## src/rtl/odo_encrypt_feeder.sv

```systemverilog
// Issue stage for odo_encrypt_loop: injects states only into free recirculation
// slots and cross-checks the loop's write strobe against the issue schedule.
module odo_encrypt_feeder #(
  parameter int unsigned WIDTH    = 640,
  parameter int unsigned RING_LEN = 18,
  parameter int unsigned LATENCY  = 178,
  parameter int unsigned CW       = 8
) (
  input  logic             clk,
  input  logic             rst,
  input  logic             enable,
  input  logic             in_valid,
  input  logic [WIDTH-1:0] in_data,
  output logic             in_ready,
  output logic [WIDTH-1:0] loop_in,
  output logic             loop_read,
  input  logic             loop_write,
  output logic [4:0]       inflight,
  output logic             idle,
  output logic             err
);

  localparam int unsigned PW = (RING_LEN > 1) ? $clog2(RING_LEN) : 1;
  localparam int unsigned BW = $clog2(LATENCY + 2);
  localparam logic [CW-1:0] LAT_C   = CW'(LATENCY);
  localparam logic [BW-1:0] BLANK_C = BW'(LATENCY + 1);
  localparam logic [PW-1:0] PH_LAST = PW'(RING_LEN - 1);

  logic [PW-1:0] phase;
  logic [CW-1:0] cnt [RING_LEN];
  logic [BW-1:0] blank;
  logic          exp_q;
  logic          accept;
  logic          expiry;

  always_comb begin
    in_ready = ~rst & enable & (cnt[phase] == '0);
    accept   = in_valid & in_ready;
    idle     = (inflight == '0) & ~loop_read;
    expiry   = 1'b0;
    for (int unsigned s = 0; s < RING_LEN; s++) begin
      if (cnt[s] == CW'(1)) expiry = 1'b1;
    end
  end

  // A slot counter hits 1 on the read+LATENCY-1 cycle; exp_q realigns it to the
  // cycle the loop actually raises write (read+LATENCY).
  always_ff @(posedge clk or posedge rst) begin
    if (rst) begin
      phase     <= '0;
      for (int unsigned s = 0; s < RING_LEN; s++) cnt[s] <= '0;
      loop_in   <= '0;
      loop_read <= 1'b0;
      inflight  <= '0;
      err       <= 1'b0;
      blank     <= BLANK_C;
      exp_q     <= 1'b0;
    end else begin
      phase <= (phase == PH_LAST) ? '0 : phase + 1'b1;
      for (int unsigned s = 0; s < RING_LEN; s++) begin
        if (accept && (PW'(s) == phase)) cnt[s] <= LAT_C;
        else if (cnt[s] != '0)           cnt[s] <= cnt[s] - 1'b1;
      end
      loop_read <= accept;
      if (accept) loop_in <= in_data;
      exp_q <= expiry;
      case ({accept, expiry})
        2'b10:   inflight <= inflight + 1'b1;
        2'b01:   inflight <= inflight - 1'b1;
        default: inflight <= inflight;
      endcase
      if (blank != '0)               blank <= blank - 1'b1;
      else if (loop_write != exp_q)  err   <= 1'b1;
    end
  end

endmodule
```

## config.mk

```make
export PLATFORM = sky130hd
export DESIGN_NAME = odo_encrypt_feeder
export DESIGN_NICKNAME = d
export VERILOG_FILES = /design/src/rtl/odo_encrypt_feeder.sv
export SDC_FILE = /design/constraint.sdc
export NUM_CORES = 1
export LEC_CHECK = 0
export ABC_AREA = 1
export BUFFER_PORTS_ARGS = -buffer_cell sky130_fd_sc_hd__buf_4
export CORE_AREA = 2 2 502 504
export CTS_CLUSTER_SIZE = 30
export DETAILED_ROUTE_END_ITERATION = 8
export DIE_AREA = 0 0 504 506
export HOLD_SLACK_MARGIN = 0.12
export PLACE_DENSITY_LB_ADDON = 0.1
export SYNTH_ARGS = -nofsm -noshare
export SYNTH_HDL_FRONTEND = slang
export SYNTH_SLANG_ARGS = --single-unit
```

## constraint.sdc

```tcl
create_clock -name clk -period 72.2 [get_ports clk]
set_input_delay 18.05 -clock clk [delete_from_list [all_inputs] [get_ports clk]]
set_output_delay 18.05 -clock clk [all_outputs]
set_load 0.01 [all_outputs]
```

==> flow_summary.ini <==
[finish]
layout.nets = 6001
layout_commonest_cell = nand2_1
drive_gt1_frac = 0.285
seq_area_um2 = 20200
fillers = 28100
mostFrequentLayoutCells = nand2_1 (2164), buf_4 (1321), dfrtp_1 (800)
area_delta_synth_final_pct = 49.9
multi_input_area_um2 = 12200

[floorplanning]
design.die.area_um2 = 255000
initial_core_util = 0.137
rows = 184
die_h_um = 506
ioPinCount = 1294
chipWidth_um = 504
coreArea_um2 = 250000

[global_route]
antenna_found_initial = 95
track_usage = 0.157
grt_use_met2 = 0.283
grt_pass1_wl_um = 278000
grt_max_degree = 175
use_met1 = 0.173
top_usage_layer = met2
grt_use_met3 = 0.0585
grt_overflow_total = 0
grt_pass1_vias = 31900

[synth]
synth_cell_type_count = 41
synth_nets = 4716
ys.flop_type = dfrtp_1
synthCells = 4018
synth_area_um2 = 34200
synth_seq_cells = 805
ys_seq_area_frac = 0.589
avgSynthCellArea_um2 = 8.51
synthArstFlopShare = 1.00
synth_edf_count = 0
ys_warn_count = 0

[pwr]
totalPowerFinal_mw = 1.08
power.density_nw_per_um2 = 21.0
p_switching_mw = 0.263
seqPwrFrac = 0.418
clkPwrFrac = 0.545
total_leakage_power_nw = 28.2
intPower_mw = 0.816
peakVddDrop_mv = 0.0193
netSwitchingFraction = 0.244
combPwrFrac = 0.036

[detailed_routing]
wirelength_um = 207000
drt_iter0_drc = 1713
drt-vias-per-instance = 3.56
vias = 31200
wl_per_cell_um = 23.6
dr.pass1.iters = 5
ant_nets = 0
drc = 0

[clock_network]
cts_resized = 0
cts.path.max_buffers = 3
cts_tree = done
h-tree-depth = 3
clock_sinks = 805
cts_root_buf = clkbuf_16
clk_pin_slew_ns = 0.06
cts_hold_buf = 0
cts_setup_buffers = 0
cts-buffers-inserted = 115
insertion_delay_ns = 0.77

[placement]
io_buffer_count = 1293
gp_congestion = 0.852
hpwlAfterDp_um = 163000

[outcome]
run_status = finished, final reports clean

[sta]
max_freq_mhz = 27.0
setup_violations = 0
rsz0062_at_grt = false
relSlewSlack = 0.272
finalCritPeriodShare = 0.514
fin_setup_tns_ns = 0
final_hold_viol_count = 0
final.min_clock_period_ns = 37.08
drv_slew = 0
worstMarginPinSlew_ns = 1.09
fin_skew_ns = 0.0513

[critical_path]
reg2reg_from = phase[0]
crit_buf_inv = 4
cp_top_family = buffers and inverters
r2r_end = loop_in[532]
crit_type = in2out
cp_max_fo = 2
reg2regPathDepth = 20
rrSetupSlack_ns = 65.80
crit_arrival_ns = 19.03
cp.required_ns = 54.15
cp-end-kind = primary output
critPathSlowestCell = o211ai_1
max_stage_delay_ns = 0.20
crit_cells = 7
cp-start-kind = primary input
cp_cell_sequence = buf_4, nor2_1, o211ai_1, inv_1, nand3_1, inv_1, buf_4

[min_path]
min_path_cells = 1
holdPathEnd = err
hp-start = err
worstHoldPathType = reg2reg

[flow_run]
max-cap-violations = 0
-- area by class of cell --
class | instances | share of cell area
timing repair buffer | 1324 | 0.195
inverter | 214 | 0.0160
tap | 3348 | 0.0817
sequential | 805 | 0.393
clock buffer | 177 | 0.0671
clock inverter | 35 | 0.00824
antenna | 22 | 0.00107
multi-input combinational | 2843 | 0.239
-- logic make-up after synthesis --
| family | after synthesis | synth area share |
|---|---|---|
| flip-flops | 805 | 0.589 |
| XOR/XNOR | 84 | 0.0215 |
| AO/OA/AOI/OAI | 130 | 0.0205 |
| buffers and inverters | 370 | 0.0535 |
| AND/OR/NAND/NOR | 2576 | 0.296 |
| adder cells (fa/ha/maj) | 53 | 0.0196 |
-- per-layer routing --
metal	vias up	part of all wire
met3	299	0.085
met4	46	0.021
met2	990	0.51
li1	14900	-
met5	-	0.0013
met1	14900	0.38
-- sequential cells by signal (all words and copies together), names as in the netlist --
| name | cells |
|---|---|
| err | 1 |
| blank | 8 |
| exp_q | 1 |
| loop_in | 640 |
| cnt | 144 |
| phase | 5 |
| loop_read | 1 |
| inflight | 5 |
-- power by group through the flow --
stage	clock network [mW]	logic, mW	registers (mW)
after floorplan	0	0.00659	0.460
after global placement	0	0.0408	0.459
after detailed placement	0	0.0409	0.459
after CTS	0.619	0.0410	0.451
after global routing	0.634	0.0433	0.451
final	0.588	0.0392	0.451
-- synth_stat cells (3+ instances only) --
library cell | count | area share
or2_1 | 4 | 0.00073
clkbuf_4 | 3 | 0.00066
xor2_1 | 60 | 0.015
nand4_1 | 26 | 0.0048
inv_1 | 209 | 0.023
xnor2_1 | 24 | 0.0061
o211ai_1 | 3 | 0.00066
a21oi_1 | 36 | 0.0053
o2bb2ai_1 | 4 | 0.0010
dfrtp_1 | 800 | 0.59
or2_2 | 7 | 0.0013
o21ai_0 | 77 | 0.011
nand3_1 | 113 | 0.017
nor4_1 | 10 | 0.0018
nor2_1 | 188 | 0.021
o22ai_1 | 5 | 0.00091
buf_4 | 72 | 0.016
inv_2 | 4 | 0.00044
nor3b_1 | 4 | 0.00088
nor3_1 | 41 | 0.0060
buf_6 | 10 | 0.0033
dfstp_2 | 5 | 0.0038
ha_1 | 52 | 0.019
clkbuf_1 | 4 | 0.00044
buf_2 | 67 | 0.0098
nand2_1 | 2164 | 0.24
nor2_4 | 12 | 0.0040
-- per-stage QoR --
step	instance area (um2)	worst slack, ns	hold slack, ns	cells	utilization
after floorplan	34200	31.55	0.467	4018	-
after global placement	47400	35.06	0.451	8534	0.189
after detailed placement	47400	35.06	0.463	8534	0.189
after CTS	51200	35.06	0.481	8746	0.205
after global routing	51300	35.00	0.487	8752	0.205
final	51300	35.12	0.471	8768	0.205
-- worst max path at each step --
stage / start / end
after floorplan: rst / blank[2]
after global placement: rst / in_ready
after detailed placement: rst / in_ready
after CTS: rst / in_ready
after global routing: rst / in_ready
final: rst / in_ready
Note: power is estimated with default switching activity, not from simulation.
